===== src/rtl/prog_sequencer.sv =====
// Run controller: launches NPROG programs back-to-back through the PC Start pin and reports per-program cycle counts.
// Optional watchdog built only when PROG_SEQ_WATCHDOG_EN is defined.
module prog_sequencer #(
   parameter int L         = 10,
   parameter int NPROG     = 3,
   parameter int STRIDE    = 256,
   parameter int START_LEN = 2,
   parameter int CNT_W     = 16,
   parameter int TIMEOUT   = 50000
) (
   input  logic                                      i_clk,
   input  logic                                      i_reset_n,
   input  logic                                      i_go,
   input  logic                                      i_done,
   output logic                                      o_start,
   output logic [((NPROG > 1) ? $clog2(NPROG) : 1)-1:0] o_prog_sel,
   output logic [L-1:0]                              o_entry_addr,
   output logic                                      o_running,
   output logic                                      o_all_done,
   output logic                                      o_timeout,
   output logic [CNT_W-1:0]                          o_last_cycles
);

   localparam int PSW = (NPROG > 1) ? $clog2(NPROG) : 1;
   localparam int LW  = (START_LEN > 1) ? $clog2(START_LEN) : 1;
   localparam logic [PSW-1:0] LAST_SEL    = PSW'(NPROG - 1);
   localparam logic [LW-1:0]  LAST_LAUNCH = LW'(START_LEN - 1);
   localparam logic [L-1:0]   STRIDE_L    = L'(STRIDE);

   typedef enum logic [2:0] {
      S_IDLE   = 3'd0,
      S_LAUNCH = 3'd1,
      S_RUN    = 3'd2,
      S_FINISH = 3'd3,
      S_ERROR  = 3'd4
   } state_t;

   state_t           r_state;
   state_t           w_state_nxt;
   logic [PSW-1:0]   r_prog_sel,   w_prog_sel_nxt;
   logic [L-1:0]     r_entry,      w_entry_nxt;
   logic [LW-1:0]    r_launch_cnt, w_launch_cnt_nxt;
   logic [CNT_W-1:0] r_run_cnt,    w_run_cnt_nxt;
   logic [CNT_W-1:0] r_last,       w_last_nxt;
   logic             r_start,      w_start_nxt;
   logic             r_running,    w_running_nxt;
   logic             r_all_done,   w_all_done_nxt;
   logic [CNT_W-1:0] w_run_inc;
   logic             w_wdog_hit;

   assign w_run_inc = (r_run_cnt == {CNT_W{1'b1}}) ? r_run_cnt : r_run_cnt + CNT_W'(1);

`ifdef PROG_SEQ_WATCHDOG_EN
   localparam logic [31:0] TIMEOUT_U = 32'(TIMEOUT);
   logic r_timeout;
   assign w_wdog_hit = (32'(w_run_inc) >= TIMEOUT_U);
   assign o_timeout  = r_timeout;

   // Timeout flag register: set on entry to ERROR, cleared only by reset.
   always_ff @(posedge i_clk) begin
      if (!i_reset_n) begin
         r_timeout <= 1'b0;
      end else begin
         r_timeout <= (w_state_nxt == S_ERROR);
      end
   end
`else
   assign w_wdog_hit = 1'b0;
   assign o_timeout  = 1'b0;
`endif

   // State and datapath registers; all outputs come straight from these.
   always_ff @(posedge i_clk) begin
      if (!i_reset_n) begin
         r_state      <= S_IDLE;
         r_prog_sel   <= '0;
         r_entry      <= '0;
         r_launch_cnt <= '0;
         r_run_cnt    <= '0;
         r_last       <= '0;
         r_start      <= 1'b0;
         r_running    <= 1'b0;
         r_all_done   <= 1'b0;
      end else begin
         r_state      <= w_state_nxt;
         r_prog_sel   <= w_prog_sel_nxt;
         r_entry      <= w_entry_nxt;
         r_launch_cnt <= w_launch_cnt_nxt;
         r_run_cnt    <= w_run_cnt_nxt;
         r_last       <= w_last_nxt;
         r_start      <= w_start_nxt;
         r_running    <= w_running_nxt;
         r_all_done   <= w_all_done_nxt;
      end
   end

   // Next-state decode; Done takes priority over the watchdog in RUN.
   always_comb begin
      w_state_nxt = r_state;
      case (r_state)
         S_IDLE: begin
            if (i_go) w_state_nxt = S_LAUNCH;
            else      w_state_nxt = S_IDLE;
         end
         S_LAUNCH: begin
            if (r_launch_cnt == LAST_LAUNCH) w_state_nxt = S_RUN;
            else                             w_state_nxt = S_LAUNCH;
         end
         S_RUN: begin
            if (i_done) begin
               if (r_prog_sel == LAST_SEL) w_state_nxt = S_FINISH;
               else                        w_state_nxt = S_LAUNCH;
            end else if (w_wdog_hit) begin
               w_state_nxt = S_ERROR;
            end else begin
               w_state_nxt = S_RUN;
            end
         end
         S_FINISH: begin
            if (!i_go) w_state_nxt = S_IDLE;
            else       w_state_nxt = S_FINISH;
         end
         S_ERROR: w_state_nxt = S_ERROR;
         default: w_state_nxt = S_IDLE;
      endcase
   end

   // Next values of the registered outputs and counters, keyed on the transition being taken.
   always_comb begin
      w_start_nxt    = (w_state_nxt == S_LAUNCH);
      w_running_nxt  = (w_state_nxt == S_LAUNCH) || (w_state_nxt == S_RUN);
      w_all_done_nxt = (w_state_nxt == S_FINISH);
      w_prog_sel_nxt = r_prog_sel;
      w_entry_nxt    = r_entry;
      w_last_nxt     = r_last;

      // Entry address accumulates STRIDE so it equals ProgSel*STRIDE modulo 2^L.
      if ((r_state == S_IDLE) && (w_state_nxt == S_LAUNCH)) begin
         w_prog_sel_nxt = '0;
         w_entry_nxt    = '0;
      end else if ((r_state == S_RUN) && (w_state_nxt == S_LAUNCH)) begin
         w_prog_sel_nxt = r_prog_sel + PSW'(1);
         w_entry_nxt    = r_entry + STRIDE_L;
      end else begin
         w_prog_sel_nxt = r_prog_sel;
         w_entry_nxt    = r_entry;
      end

      if ((r_state == S_LAUNCH) && (w_state_nxt == S_LAUNCH)) w_launch_cnt_nxt = r_launch_cnt + LW'(1);
      else                                                    w_launch_cnt_nxt = '0;

      if (w_state_nxt == S_LAUNCH)  w_run_cnt_nxt = '0;
      else if (r_state == S_RUN)    w_run_cnt_nxt = w_run_inc;
      else                          w_run_cnt_nxt = r_run_cnt;

      if ((r_state == S_RUN) && i_done) w_last_nxt = w_run_inc;
      else                              w_last_nxt = r_last;
   end

   assign o_start       = r_start;
   assign o_prog_sel    = r_prog_sel;
   assign o_entry_addr  = r_entry;
   assign o_running     = r_running;
   assign o_all_done    = r_all_done;
   assign o_last_cycles = r_last;

endmodule


===== config.mk =====
export PLATFORM = sky130hd
export DESIGN_NAME = prog_sequencer
export DESIGN_NICKNAME = d
export VERILOG_FILES = /design/src/rtl/prog_sequencer.sv
export SDC_FILE = /design/constraint.sdc
export NUM_CORES = 1
export LEC_CHECK = 0
export BUFFER_PORTS_ARGS = -buffer_cell sky130_fd_sc_hd__buf_2
export CAP_MARGIN = 40
export CORE_MARGIN = 4
export CORE_UTILIZATION = 50
export DETAILED_ROUTE_END_ITERATION = 6
export MAX_ROUTING_LAYER = met4
export PLACE_DENSITY_LB_ADDON = 0.25
export SETUP_SLACK_MARGIN = 0.02
export SYNTH_ARGS = -nofsm -noshare
export SYNTH_HDL_FRONTEND = slang
export SYNTH_SLANG_ARGS = --single-unit
export TNS_END_PERCENT = 50

===== constraint.sdc =====
create_clock -name i_clk -period 2.1 [get_ports i_clk]
set_input_delay 0.525 -clock i_clk [delete_from_list [all_inputs] [get_ports i_clk]]
set_output_delay 0.525 -clock i_clk [all_outputs]
set_load 0.03 [all_outputs]

==> reports/results.ini <==
[run_status]
run_status=complete, no violations

[timing]
finalMaxSlewViolations=0
tightestPinTransition_ns=0.5839
final.setup_skew_ns=0.009145
fmax_mhz=501.6
rsz0062_at_grt=false
hold_violations=0
period_needed_ns=1.994
relSlewSlack_pct=60.71
finalSetupViolCount=0
period_share_pct=94.93
fin_tns_setup_ns=0

[clock_tree]
clk_pin_slew_ns=0.07
cts.sinks=43
h-tree-depth=2
cts_tree=built
cts.path.max_buffers=2
clk_latency_ns=0.29
ctsRootBufferMaster=clkbuf_8
ctsHoldBuffers=0
numCtsBuffers=5
cts_setup_buffers=0

[route]
dr.pass1.iters=4
drc=0
routedWlPerCell_um=14.53
vias=2030
drt_iter0_drc=189
antenna_left=0
vias_per_cell=5.936
routed_wl_mm=4.969

[synth]
syn_area_mm2=0.002216
ys_seq_area_share_pct=38.85
ys_ff_latch=43
dominantRegCellSynth=dfxtp_1
synth_edf_count=0
ys_async_sr_fraction_pct=0
synthTopCellsByArea=dfxtp_1, o21ai_0, a21oi_1, buf_4, nand3_1
synth_top_area_cell=dfxtp_1
yosysTopAreaCellShare_pct=38.85
synth.avg_cell_area_um2=8.490
yosys-top-cells-count=dfxtp_1, o21ai_0, a21oi_1, nand3_1
ys_warn_count=0
yosysUniqueCellTypes=49
syn_inst=261
synth.most_common_cell=dfxtp_1

[flow_run]
cap_violations=0

[power]
p_per_area_mw_per_mm2=558.6
netSwitchingPower_uw=334.8
total_power_uw=1409
p_leak_uw=0.0009281
pwr-share-seq_pct=59.1
peakVddDrop_mv=0.3293
sw_frac_of_total_pct=23.77
pwr-share-comb_pct=7.5
power.share.clock_pct=33.4
p_int_uw=1074

[layout]
n_fill_cell=390
final_nets=299
diodes=0
syn2layout_area_growth_pct=13.83
layout-drive-gt1-share_pct=21.92

[floorplanning]
initial_utilization_pct=53.47
die_width_um=74.57
io_pins=36
die-area_mm2=0.005561
die_y_um=74.57
coreArea_mm2=0.004144
num_rows=23

[place]
dp_hpwl_mm=3.518
io_buffer_count=26
gp_congestion=0.8677

[worst_setup_path]
crit_required_ns=2.29
crit_arrival_ns=2.19
cp_slowest_cell=or4_4
critPathCaptureType=flop
path_cells=ha_1 -> nand4_4 -> or4_4 -> and4_2 -> a211oi_1
crit_type=flop to flop
critPathMaxFanout=11
startpoint_type=flop
critPathMaxStageDelay_ns=0.66

[grt]
grt_max_degree=26
grt_pass1_wl_mm=8.231
grt_pass1_vias=1775
grtUsageTotal_pct=19.87
grt_antenna_before_repair=0
grt-ovfl-total=0

[hold_path]
hold_class=flop to flop

==> layer usage <==
metal  share of wire, %  GRT usage [%]
met4                1.5          7.510
met3                4.5          4.595
met1                 47          27.15
met5                  0              -
met2                 46          28.39
==> cell families after synthesis <==
kind of cell / count (synthesis) / synth area share, %
muxes: 4 / 1.863
other: 1 / 0.1692
buffers and inverters: 33 / 8.357
AOI/OAI and AO/OA: 81 / 22.93
and+or+nand+nor: 91 / 24.34
adders and majority gates: 2 / 1.129
DFF: 43 / 38.85
xor gates and xnor gates: 6 / 2.372
==> state kept, by name, indices dropped and copies added (netlist names) <==
| name | cells |
|---|---|
| o_all_done | 1 |
| o_entry_addr | 2 |
| o_last_cycles | 16 |
| o_prog_sel | 2 |
| o_running | 1 |
| o_start | 1 |
| r_launch_cnt | 1 |
| r_run_cnt | 16 |
| r_state | 3 |
==> cell type report <==
type | count | area, um2 | share of cell area, %
timing repair buffer | 42 | 262.8 | 10.42
sequential | 43 | 860.8 | 34.13
multi-input combinational | 193 | 1234 | 48.91
inverter | 8 | 30.03 | 1.190
tap | 50 | 62.56 | 2.480
clock buffer | 6 | 72.57 | 2.877
==> power by group through the flow <==
stage	Clock (uW)	Sequential [uW]	Combinational, uW
4_1_cts	483	832	105
6_report	471	832	106
3_3_place_gp	0	851	104
5_1_grt	521	834	116
3_5_place_dp	0	851	104
2_1_floorplan	0	859	82.2
==> critical path: cells and delay by family (launching register included) <==
kind | cells | cell delay (ns)
flops | 1 | 0.34
simple gates | 3 | 1.11
fa+ha+maj | 1 | 0.22
compound gates | 1 | 0.23
==> placed cells by master, fill, tap and decap left out, types with 2 or more instances in the layout <==
master / Yosys / layout
a21oi_1: 23 / 23
a311oi_1: 3 / 3
a311oi_2: 2 / 2
a31oi_1: 6 / 6
and2_1: 2 / 2
and3_1: 4 / 4
and4_1: 2 / 2
buf_2: 4 / 26
buf_4: 11 / 15
clkbuf_8: 0 / 5
conb_1: 1 / 9
dfxtp_1: 43 / 43
ha_1: 2 / 2
inv_1: 8 / 8
mux2i_1: 3 / 3
nand2_1: 12 / 12
nand3_1: 14 / 14
nand4_1: 4 / 4
nor2_1: 12 / 12
nor2b_1: 4 / 4
nor3_1: 8 / 8
nor4_1: 5 / 4
o21a_1: 3 / 3
o21ai_0: 28 / 28
o31ai_1: 9 / 9
or2_2: 2 / 2
or3_1: 4 / 4
or4_1: 7 / 7
xnor2_1: 4 / 4
xor2_1: 2 / 2
==> through the flow <==
step / util [%] / setup WS [ns] / cells / area, um2 / hold WS, ns
2_1_floorplan: - / 0.07530 / 269 / 2246 / 0.4863
3_3_place_gp: 59.00 / 0.2196 / 336 / 2445 / 0.4577
3_5_place_dp: 59.00 / 0.1390 / 336 / 2445 / 0.4634
4_1_cts: 60.75 / 0.1005 / 342 / 2517 / 0.4793
5_1_grt: 60.87 / 0.02156 / 342 / 2522 / 0.5201
6_report: 60.87 / 0.1064 / 342 / 2522 / 0.4752
==> path summary, 6_finish.rpt <==
kind                             startpoint                        endpoint  slack [ns]  depth (start not counted)
max               r_run_cnt[0]$_SDFFE_PP0N_      r_run_cnt[13]$_SDFFE_PP0N_        0.11                          5
min          o_last_cycles[10]$_SDFFE_PN0P_  o_last_cycles[10]$_SDFFE_PN0P_        0.48                          2
max reg2reg       r_run_cnt[0]$_SDFFE_PP0N_      r_run_cnt[13]$_SDFFE_PP0N_        0.11                          5
min reg2reg  o_last_cycles[10]$_SDFFE_PN0P_  o_last_cycles[10]$_SDFFE_PN0P_        0.48                          2
==> timing repair <==
| item | CTS | global route |
|---|---|---|
| endpoints found under the hold margin | 0 | 0 |
| gates resized for setup | 0 | 1 |
| endpoints found under the setup margin | 0 | 1 |
(Power assumes the default switching activity.)
